File: src/rtl/sys_arr_pkg.sv
// Shared constants and FSM state type for the systolic-array output path.
package sys_arr_pkg;

  localparam int SYS_COL_DEF    = 16;
  localparam int DATA_WIDTH_DEF = 16;
  localparam int ADDR_WIDTH_DEF = 8;

  typedef enum logic [1:0] {
    ST_IDLE  = 2'd0,
    ST_DRAIN = 2'd1,
    ST_DONE  = 2'd2
  } wr_state_e;

endpackage

File: src/rtl/out_col_writer.sv
// One output column: row counter plus registered write port into its memory bank.
// OUT_WR_RELU_EN defined: negative results are written as zero.
module out_col_writer #(
  parameter int DATA_WIDTH = 16,
  parameter int ADDR_WIDTH = 8
) (
  input  logic                  clk,
  input  logic                  rst,
  input  logic                  clr_i,
  input  logic                  drain_i,
  input  logic                  valid_i,
  input  logic [DATA_WIDTH-1:0] data_i,
  input  logic [ADDR_WIDTH-1:0] base_i,
  input  logic [ADDR_WIDTH:0]   rows_i,
  output logic                  wr_en_o,
  output logic [ADDR_WIDTH-1:0] wr_addr_o,
  output logic [DATA_WIDTH-1:0] wr_data_o,
  output logic                  full_d_o,
  output logic                  ovf_o
);

  logic [ADDR_WIDTH:0]   cnt_q, cnt_d;
  logic                  wr_en_q, wr_en_d;
  logic [ADDR_WIDTH-1:0] wr_addr_q, wr_addr_d;
  logic [DATA_WIDTH-1:0] wr_data_q, wr_data_d;
  logic [DATA_WIDTH-1:0] data_m;
  logic                  full, accept;

`ifdef OUT_WR_RELU_EN
  assign data_m = data_i[DATA_WIDTH-1] ? '0 : data_i;
`else
  assign data_m = data_i;
`endif

  assign full   = (cnt_q == rows_i);
  assign accept = drain_i && valid_i && !full;
  assign ovf_o  = drain_i && valid_i && full;

  always_comb begin
    cnt_d     = cnt_q;
    wr_en_d   = 1'b0;
    wr_addr_d = wr_addr_q;
    wr_data_d = wr_data_q;
    if (clr_i) begin
      cnt_d = '0;
    end else if (accept) begin
      cnt_d     = cnt_q + (ADDR_WIDTH+1)'(1);
      wr_en_d   = 1'b1;
      // Address arithmetic deliberately wraps within the bank.
      wr_addr_d = base_i + cnt_q[ADDR_WIDTH-1:0];
      wr_data_d = data_m;
    end
  end

  // Lets the FSM leave DRAIN on the same edge that launches the final write.
  assign full_d_o = (cnt_d == rows_i);

  always_ff @(posedge clk) begin
    if (rst) begin
      cnt_q     <= '0;
      wr_en_q   <= 1'b0;
      wr_addr_q <= '0;
      wr_data_q <= '0;
    end else begin
      cnt_q     <= cnt_d;
      wr_en_q   <= wr_en_d;
      wr_addr_q <= wr_addr_d;
      wr_data_q <= wr_data_d;
    end
  end

  assign wr_en_o   = wr_en_q;
  assign wr_addr_o = wr_addr_q;
  assign wr_data_o = wr_data_q;

endmodule

File: src/rtl/out_mem_writer.sv
// Drains column-skewed systolic results into per-column memory banks.
// Valid/ready: in_valid[j] is a one-cycle push with no back-pressure; write data follows one cycle later.
module out_mem_writer
  import sys_arr_pkg::*;
#(
  parameter int SYS_COL    = SYS_COL_DEF,
  parameter int DATA_WIDTH = DATA_WIDTH_DEF,
  parameter int ADDR_WIDTH = ADDR_WIDTH_DEF
) (
  input  logic                  clk,
  input  logic                  rst,
  input  logic                  start,
  input  logic [ADDR_WIDTH-1:0] base_addr,
  input  logic [ADDR_WIDTH:0]   num_rows,
  input  logic [SYS_COL-1:0]    in_valid,
  input  logic [DATA_WIDTH-1:0] in_data [0:SYS_COL-1],
  output logic [SYS_COL-1:0]    wr_en,
  output logic [ADDR_WIDTH-1:0] wr_addr [0:SYS_COL-1],
  output logic [DATA_WIDTH-1:0] wr_data [0:SYS_COL-1],
  output logic                  busy,
  output logic                  done,
  output logic                  overflow,
  output wr_state_e             dbg_state
);

  wr_state_e             state_q, state_d;
  logic [ADDR_WIDTH-1:0] base_q, base_d;
  logic [ADDR_WIDTH:0]   rows_q, rows_d;
  logic                  ovf_q, ovf_d;
  logic                  accept_start;
  logic                  drain;
  logic [SYS_COL-1:0]    full_d;
  logic [SYS_COL-1:0]    ovf_col;

  assign accept_start = (state_q == ST_IDLE) && start;
  assign drain        = (state_q == ST_DRAIN);

  always_comb begin
    state_d = state_q;
    base_d  = base_q;
    rows_d  = rows_q;
    ovf_d   = ovf_q;
    case (state_q)
      ST_IDLE: begin
        if (start) begin
          base_d  = base_addr;
          rows_d  = num_rows;
          ovf_d   = 1'b0;
          state_d = (num_rows == '0) ? ST_DONE : ST_DRAIN;
        end
      end
      ST_DRAIN: begin
        if (|ovf_col) ovf_d = 1'b1;
        if (&full_d) state_d = ST_DONE;
      end
      ST_DONE:  state_d = ST_IDLE;
      default:  state_d = ST_IDLE;
    endcase
  end

  always_ff @(posedge clk) begin
    if (rst) begin
      state_q <= ST_IDLE;
      base_q  <= '0;
      rows_q  <= '0;
      ovf_q   <= 1'b0;
    end else begin
      state_q <= state_d;
      base_q  <= base_d;
      rows_q  <= rows_d;
      ovf_q   <= ovf_d;
    end
  end

  for (genvar j = 0; j < SYS_COL; j++) begin : g_col
    out_col_writer #(
      .DATA_WIDTH(DATA_WIDTH),
      .ADDR_WIDTH(ADDR_WIDTH)
    ) u_col (
      .clk       (clk),
      .rst       (rst),
      .clr_i     (accept_start),
      .drain_i   (drain),
      .valid_i   (in_valid[j]),
      .data_i    (in_data[j]),
      .base_i    (base_q),
      .rows_i    (rows_q),
      .wr_en_o   (wr_en[j]),
      .wr_addr_o (wr_addr[j]),
      .wr_data_o (wr_data[j]),
      .full_d_o  (full_d[j]),
      .ovf_o     (ovf_col[j])
    );
  end

  assign busy      = drain;
  assign done      = (state_q == ST_DONE);
  assign overflow  = ovf_q;
  assign dbg_state = state_q;

endmodule

File: config.mk
export PLATFORM = sky130hd
export DESIGN_NAME = out_mem_writer
export DESIGN_NICKNAME = d
export VERILOG_FILES = /design/src/rtl/sys_arr_pkg.sv /design/src/rtl/out_col_writer.sv /design/src/rtl/out_mem_writer.sv
export SDC_FILE = /design/constraint.sdc
export NUM_CORES = 1
export LEC_CHECK = 0
export BUFFER_PORTS_ARGS = -buffer_cell sky130_fd_sc_hd__buf_2
export CAP_MARGIN = 20
export CELL_PAD_IN_SITES_DETAIL_PLACEMENT = 0
export CELL_PAD_IN_SITES_GLOBAL_PLACEMENT = 1
export CORE_MARGIN = 3
export CORE_UTILIZATION = 43
export CTS_CLUSTER_DIAMETER = 150
export CTS_CLUSTER_SIZE = 40
export DETAILED_ROUTE_END_ITERATION = 12
export PLACE_DENSITY_LB_ADDON = 0.2
export SKIP_CTS_REPAIR_TIMING = 1
export SLEW_MARGIN = 15
export SYNTH_ARGS = -nofsm -noshare
export SYNTH_HDL_FRONTEND = slang
export SYNTH_SLANG_ARGS = --single-unit
File: constraint.sdc
create_clock -name clk -period 6.7 [get_ports clk]
set_clock_uncertainty 0.2 [all_clocks]
set_input_delay 0.67 -clock clk [delete_from_list [all_inputs] [get_ports clk]]
set_output_delay 0.67 -clock clk [all_outputs]
set_load 0.05 [all_outputs]
# [After elaboration in Yosys (flattened, before gate mapping)]
# Index checks and enable logic that the tools add are counted.
[op_classes] eq_ne=37 muxes=55 n_addsub=32 bitwise=1 n_reduce_logical=90
[ops] cell="$eq 9x9->1" n=32
[ops] cell="$mux 9" n=32
[ops] cell="$add 9x1->9 const B" n=16
[ops] cell="$add 8x8->8" n=16
[ops] cell="$logic_and 1x1->1" n=49
[ops] cell="$reduce_and 2->1" n=18
[ops] cell="$mux 1" n=18
[ops] cell="$logic_not 1->1" n=16
[ops] cell="$reduce_and 16->1" n=1
[ops] cell="$reduce_or 16->1" n=1
[ops] cell="$logic_not 9->1" n=1
[ops] cell="$mux 2" n=3
[ops] cell="$ne 2x2->1 const B" n=3
[ops] cell="$pmux 2 s2" n=1
[ops] cell="$reduce_and 3->1" n=1
[ops] cell="$eq 2x1->1 const B" n=1
[ops] cell="$eq 2x2->1 const B" n=1
[ops] cell="$logic_not 2->1" n=1
[ops] cell="$pmux 1 s2" n=1
[ops] cell="$reduce_bool 2->1" n=1
[ops] cell="$reduce_or 2->1" n=1
[ops] cell="$not 1->1" n=1
[word_totals] ff_bits=564 wordCells=283 out_inout_bits=405

# [Depth between registers and ports, before layout]
[depth] depth_word=9 ltp_mapped=15 depth_no_buf=12

# [Hierarchy]
# A second synthesis with hierarchy kept.
[hier_totals] hier_cells=4279 area_unflattened_um2=34052.7
[by_module_without_submodules] mod="out_col_writer at g_col[10].u_col ..." cells_per_inst=266 n_inst=11 area_each_um2=2110.8 seq_area_each_um2=680.7
[by_module_without_submodules] mod="out_col_writer at g_col[0].u_col ..." cells_per_inst=263 n_inst=2 area_each_um2=2072.0 seq_area_each_um2=680.7
[by_module_without_submodules] mod="out_col_writer at g_col[7].u_col" cells_per_inst=249 n_inst=1 area_each_um2=2008.2 seq_area_each_um2=680.7
[by_module_without_submodules] mod="out_col_writer at g_col[8].u_col" cells_per_inst=238 n_inst=1 area_each_um2=1945.6 seq_area_each_um2=680.7
[by_module_without_submodules] mod="out_col_writer at g_col[9].u_col" cells_per_inst=236 n_inst=1 area_each_um2=1893.1 seq_area_each_um2=680.7
[by_module_without_submodules] mod="out_mem_writer" cells_per_inst=104 n_inst=1 area_each_um2=843.3 seq_area_each_um2=400.4

# [Worst setup path before layout]
# OpenSTA, ideal clock, no wires.
[synth_timing] kind="register to register" startpoint="register state_q[0], in the netlist dbg_state[0]" endpoint="register state_q[0], in the netlist dbg_state[0]" setup_ns=0.132 arrival_ns=3.524 slack_ns=2.844 t_required_ns=6.368 path_stages_with_launch=14 path_buffers=2 cell_sequence="dfxtp_1 > nor2b_1 > buf_2 > buf_2 > nand2_1 > a31oi_1 > mux2_2 > a21oi_1 > a32oi_1 > nor3_1 > nand4_1 > or3_1 > o31ai_1 > a21oi_1"
[synth_via] elab_chain_len=9 elab_cells_between_ends=88 classes_between="eq/ne: 19; mux: 33; reduce/logical: 36"
[synth_rtl] element="start: declaration" line="out_mem_writer.sv:26" rtl="wr_state_e state_q, state_d;"
[synth_rtl] element="start signal: assignment" line="out_mem_writer.sv:68" rtl="state_q <= state_d;"
[synth_rtl] element="$eq 2x1->1 *" line="out_mem_writer.sv:36" rtl="assign drain = (state_q == ST_DRAIN);"
[synth_rtl] element="via busy" line="out_mem_writer.sv:20" rtl="output logic busy,"
[synth_rtl] element="$logic_and 1x1->1 (2 in series)" line="out_col_writer.sv:36" rtl="assign accept = drain_i && valid_i && !full;"
[synth_rtl] element="$mux 9" line="out_col_writer.sv:46" rtl="end else if (accept) begin"
[synth_rtl] element="$mux 9" line="out_col_writer.sv:44" rtl="if (clr_i) begin"
[synth_rtl] element="$eq 9x9->1" line="out_col_writer.sv:56" rtl="assign full_d_o = (cnt_d == rows_i);"
[synth_rtl] element="$reduce_and 16->1" line="out_mem_writer.sv:54" rtl="if (&full_d) state_d = ST_DONE;"
[synth_rtl] element="$ne 2x2->1 (no source line)"
[synth_rtl] element="$reduce_and 2->1 (no source line)"
# The timed path passes the listed nets; every way through them passes the cells marked *.
# A chain may end at the register's enable or synchronous reset.

# [Worst setup path after layout]
[layout_timing] startpoint="register rows_q[7]" endpoint="register state_q[0], in the netlist dbg_state[0]"
[layout_via] elab_chain_len=9 elab_cells_between_ends=99 classes_between="eq/ne: 33; mux: 32; reduce/logical: 34"
[layout_rtl] element="start: declaration" line="out_mem_writer.sv:28" rtl="logic [ADDR_WIDTH:0] rows_q, rows_d;"
[layout_rtl] element="start signal: assignment" line="out_mem_writer.sv:70" rtl="rows_q <= rows_d;"
[layout_rtl] element="$eq 9x9->1" line="out_col_writer.sv:35" rtl="assign full = (cnt_q == rows_i);"
[layout_rtl] element="$logic_not 1->1" line="out_col_writer.sv:36"
[layout_rtl] element="$logic_and 1x1->1" line="out_col_writer.sv:36"
[layout_rtl] element="$mux 9" line="out_col_writer.sv:46"
[layout_rtl] element="$mux 9" line="out_col_writer.sv:44"
[layout_rtl] element="$eq 9x9->1" line="out_col_writer.sv:56"
[layout_rtl] element="$reduce_and 16->1 *" line="out_mem_writer.sv:54"
[layout_rtl] element="$ne 2x2->1 (no source line) *"
[layout_rtl] element="$reduce_and 2->1 (no source line) *"
# Every way passes the cells marked *; elsewhere a longest branch is shown, timed or not.

==> impl_results.md <==
* Initial DRT Pass Iterations at 5
* Mapped Avg Cell Area at 8.05 sq um
* Crit. End Element: flop
* First-pass GRT wire length at 158000 microns
* Register area share after synthesis at 38.2%
* Die area at 71900 sq um
* Yosys cell types at 94
* Area contributors post-synth: dfxtp_1, nand2_1, a21oi_1
* # fillers at 6892
* Final ANT Viol Nets at 0
* Synth Register Bits at 564
* Hold Path End: base_q[5]$_SDFFE_PP0P_
* Cells after Synth at 3670
* Ys Warns at 0
* Top-count cell post-synth: nand2_1
* Core box area at 67600 sq um
* Worst Path Arrival at 5250 ps
* Clk root buf: clkbuf_16
* CP required at 7000 ps
* Die width at 268 microns
* Ys flop type: dfxtp_1
* RSZ-0062 raised after global routing: no
* WL final at 106000 microns
* Final Util at 50.4%
* Final number of setup-violating endpoints at 0
* Worst IR Drop VDD at 155 uV
* Total number of vias at 27849
* Fin. Hold Viols at 0
* Final WS setup at 1740 ps
* # rows at 95
* Routability congestion estimate at 1.05
* Vias in the first global route at 25917
* Nets at 4645
* Crit Reg-Reg Startpoint: rows_q[7]$_SDFFE_PP0P_
* HP Start: base_addr[5]
* H-tree Lvls at 1
* Max Clk Rate at 202 MHz
* Status: finished, final reports clean
* Die extent in y at 268 microns
* Worst Tran Pin Value at 1070 ps
* P_leak at 14.9 nW
* Number of synthesized flops with an enable pin at 0
* Design area at 34100 sq um
* Yosys top cell area share at 38.2%
* Total Routing Usage GR at 28.0%
* CTS Buf Count at 18
* Starting Density at 43.7%
* Cell Pwr Density at 193 nW/um^2
* Slowest CP cell: nor3_1
* Initial antenna violation count at 3
* Type of the worst setup path: reg -> reg
* Async SR Flop Fraction at 0%
* Cell mode on critical path: nor3_1
* Placed Cells at 5059
* Number of port buffers at 696
* Area of the multi-input gates at 16900 sq um
* Vias per cell at 5.48
* Largest net degree at the start of global routing at 179
* Area Growth Syn to Fin at 15.4%
* Share of cells above drive strength 1 at 20.0%
* Max stage delay on crit path at 820 ps
* Max-cap violations at 0
* # DRC at 0
* Grt ovf at 0
* Clock-pin slew of the registers on the worst-case setup and hold paths at 170 ps
* TritonCTS clock tree: done
* Layout Cells excl Fill at 5083
* DP HPWL at 78000 microns
* Worst-Skew Late Latency at 630 ps
* Initial drt markers at 2207
* Cell Area, Synth at 29600 sq um
* Clk sinks at 564
* Clk buf depth at 3
* Hold WC Path Type: in -> reg
* Critical path fanouts, max at 21
* Max-slew headroom at 28.5%
* Cells along the critical path: buf_4 > xor2_1 > or4_1 > nor3_1 > nor3_1 > o21ai_1 > o22ai_1 > nor3_1 > nand4_1 > or3_1 > o31ai_1 > a21oi_1
* Total negative setup slack at 0 ps
* DR WL/cell at 20.9 microns
* Critical Path Start Type: flop
* Register-to-Register Path Depth at 12
* Dpl ws at 1960 ps
* Post-route minimum period at 4960 ps
* # IOs at 697
* Synth cell count leaders: nand2_1, dfxtp_1, a21oi_1, nor2_1, xnor2_1
* Flop-to-flop setup slack at 1740 ps
* Count of pins over their slew limit at 0
* Fin crit share at 74.0%
* Hold depth at 3
* Register area at 11300 sq um
* Largest area contributor in the netlist: dfxtp_1
* Cell Area, Placed at 33500 sq um
* Worst flop-to-flop path endpoint: dbg_state[0]$_SDFFE_PP0P_
* Net Count, Synth at 4106
-- per-stage QoR --
| step | hold slack [ps] | power (mW) |
|---|---|---|
| 5_1_grt | 54.3 | 6.85 |
| 6_report | 58.2 | 6.58 |
| 3_5_place_dp | 241 | 5.02 |
| 2_1_floorplan | 305 | 4.57 |
| 4_1_cts | 36.7 | 6.63 |
| 3_3_place_gp | 237 | 5.01 |
-- area by class of cell --
type                       instances  share of cell area (%)
clock buffer                      19                    1.39
inverter                          73                   0.804
sequential                       564                    33.1
multi-input combinational       2797                    49.6
timing repair buffer             755                    11.7
clock inverter                     1                  0.0881
tap                              873                    3.20
antenna                            1                 0.00734
-- per-layer routing --
layer	vias up	global-route usage [%]	wire length [microns]
li1	13540	-	-
met1	13033	38.7	46200
met2	1065	44.6	47700
met3	207	4.95	8550
met4	4	8.83	3690
met5	-	0	23
-- state kept, by name (all words and copies together) (netlist names) --
| name | flops |
|---|---|
| g_col.u_col.wr_en_o | 16 |
| g_col.u_col.cnt_q | 144 |
| dbg_state | 2 |
| overflow | 1 |
| g_col.u_col.wr_data_o | 256 |
| rows_q | 9 |
| g_col.u_col.wr_addr_o | 128 |
| base_q | 8 |
-- where the power goes --
part           internal [mW]  leakage (nW)  switching [mW]
logic                  0.397          10.1            1.01
registers               3.46          4.57          0.0915
clock network          0.525         0.246            1.09
total                   4.38          14.9            2.19
-- cells by family (layout without fill, tap and decap cells) --
group,after synthesis,after routing,synth area share [%]
AOI/OAI and AO/OA,783,783,16.1
and+or+nand+nor,1483,1483,22.7
buffers and inverters,309,848,4.84
DFF,564,564,38.2
other,0,1,0
adders and majority gates,144,144,6.50
muxes,33,33,1.16
xor gates and xnor gates,354,354,10.5
-- worst max path at each step --
stage                     slack [ps]                       from  cells past startpoint                   endpoint
after floorplan                 2840  dbg_state[0]$_SDFFE_PP0P_                     13  dbg_state[0]$_SDFFE_PP0P_
after global placement          1910     rows_q[7]$_SDFFE_PP0P_                     12  dbg_state[0]$_SDFFE_PP0P_
after detailed placement        1960  dbg_state[0]$_SDFFE_PP0P_                     12  dbg_state[0]$_SDFFE_PP0P_
after CTS                       1910  dbg_state[0]$_SDFFE_PP0P_                     12  dbg_state[0]$_SDFFE_PP0P_
after global routing            1550     rows_q[0]$_SDFFE_PP0P_                     12  dbg_state[0]$_SDFFE_PP0P_
final                           1740     rows_q[7]$_SDFFE_PP0P_                     12  dbg_state[0]$_SDFFE_PP0P_
-- critical path: cells and delay by family (launching register included) --
kind | cells | cell delay, ps
AOI/OAI and AO/OA | 4 | 980
xor gates and xnor gates | 1 | 150
buffers and inverters | 1 | 520
DFF | 1 | 650
and+or+nand+nor | 6 | 2320
-- layout by cell type, fill, tap and decap left out, types with 51 or more instances in the layout --
master   count
inv_1       73
nand4_1     65
dfxtp_1    560
a21o_1      52
buf_2      695
nand2_1    823
nor2_1     256
a21oi_1    462
xor2_1     164
ha_1       128
nand3_1     55
xnor2_1    190
buf_4       53
nor3_1      52
o21ai_0     51
(Power assumes the default switching activity.)
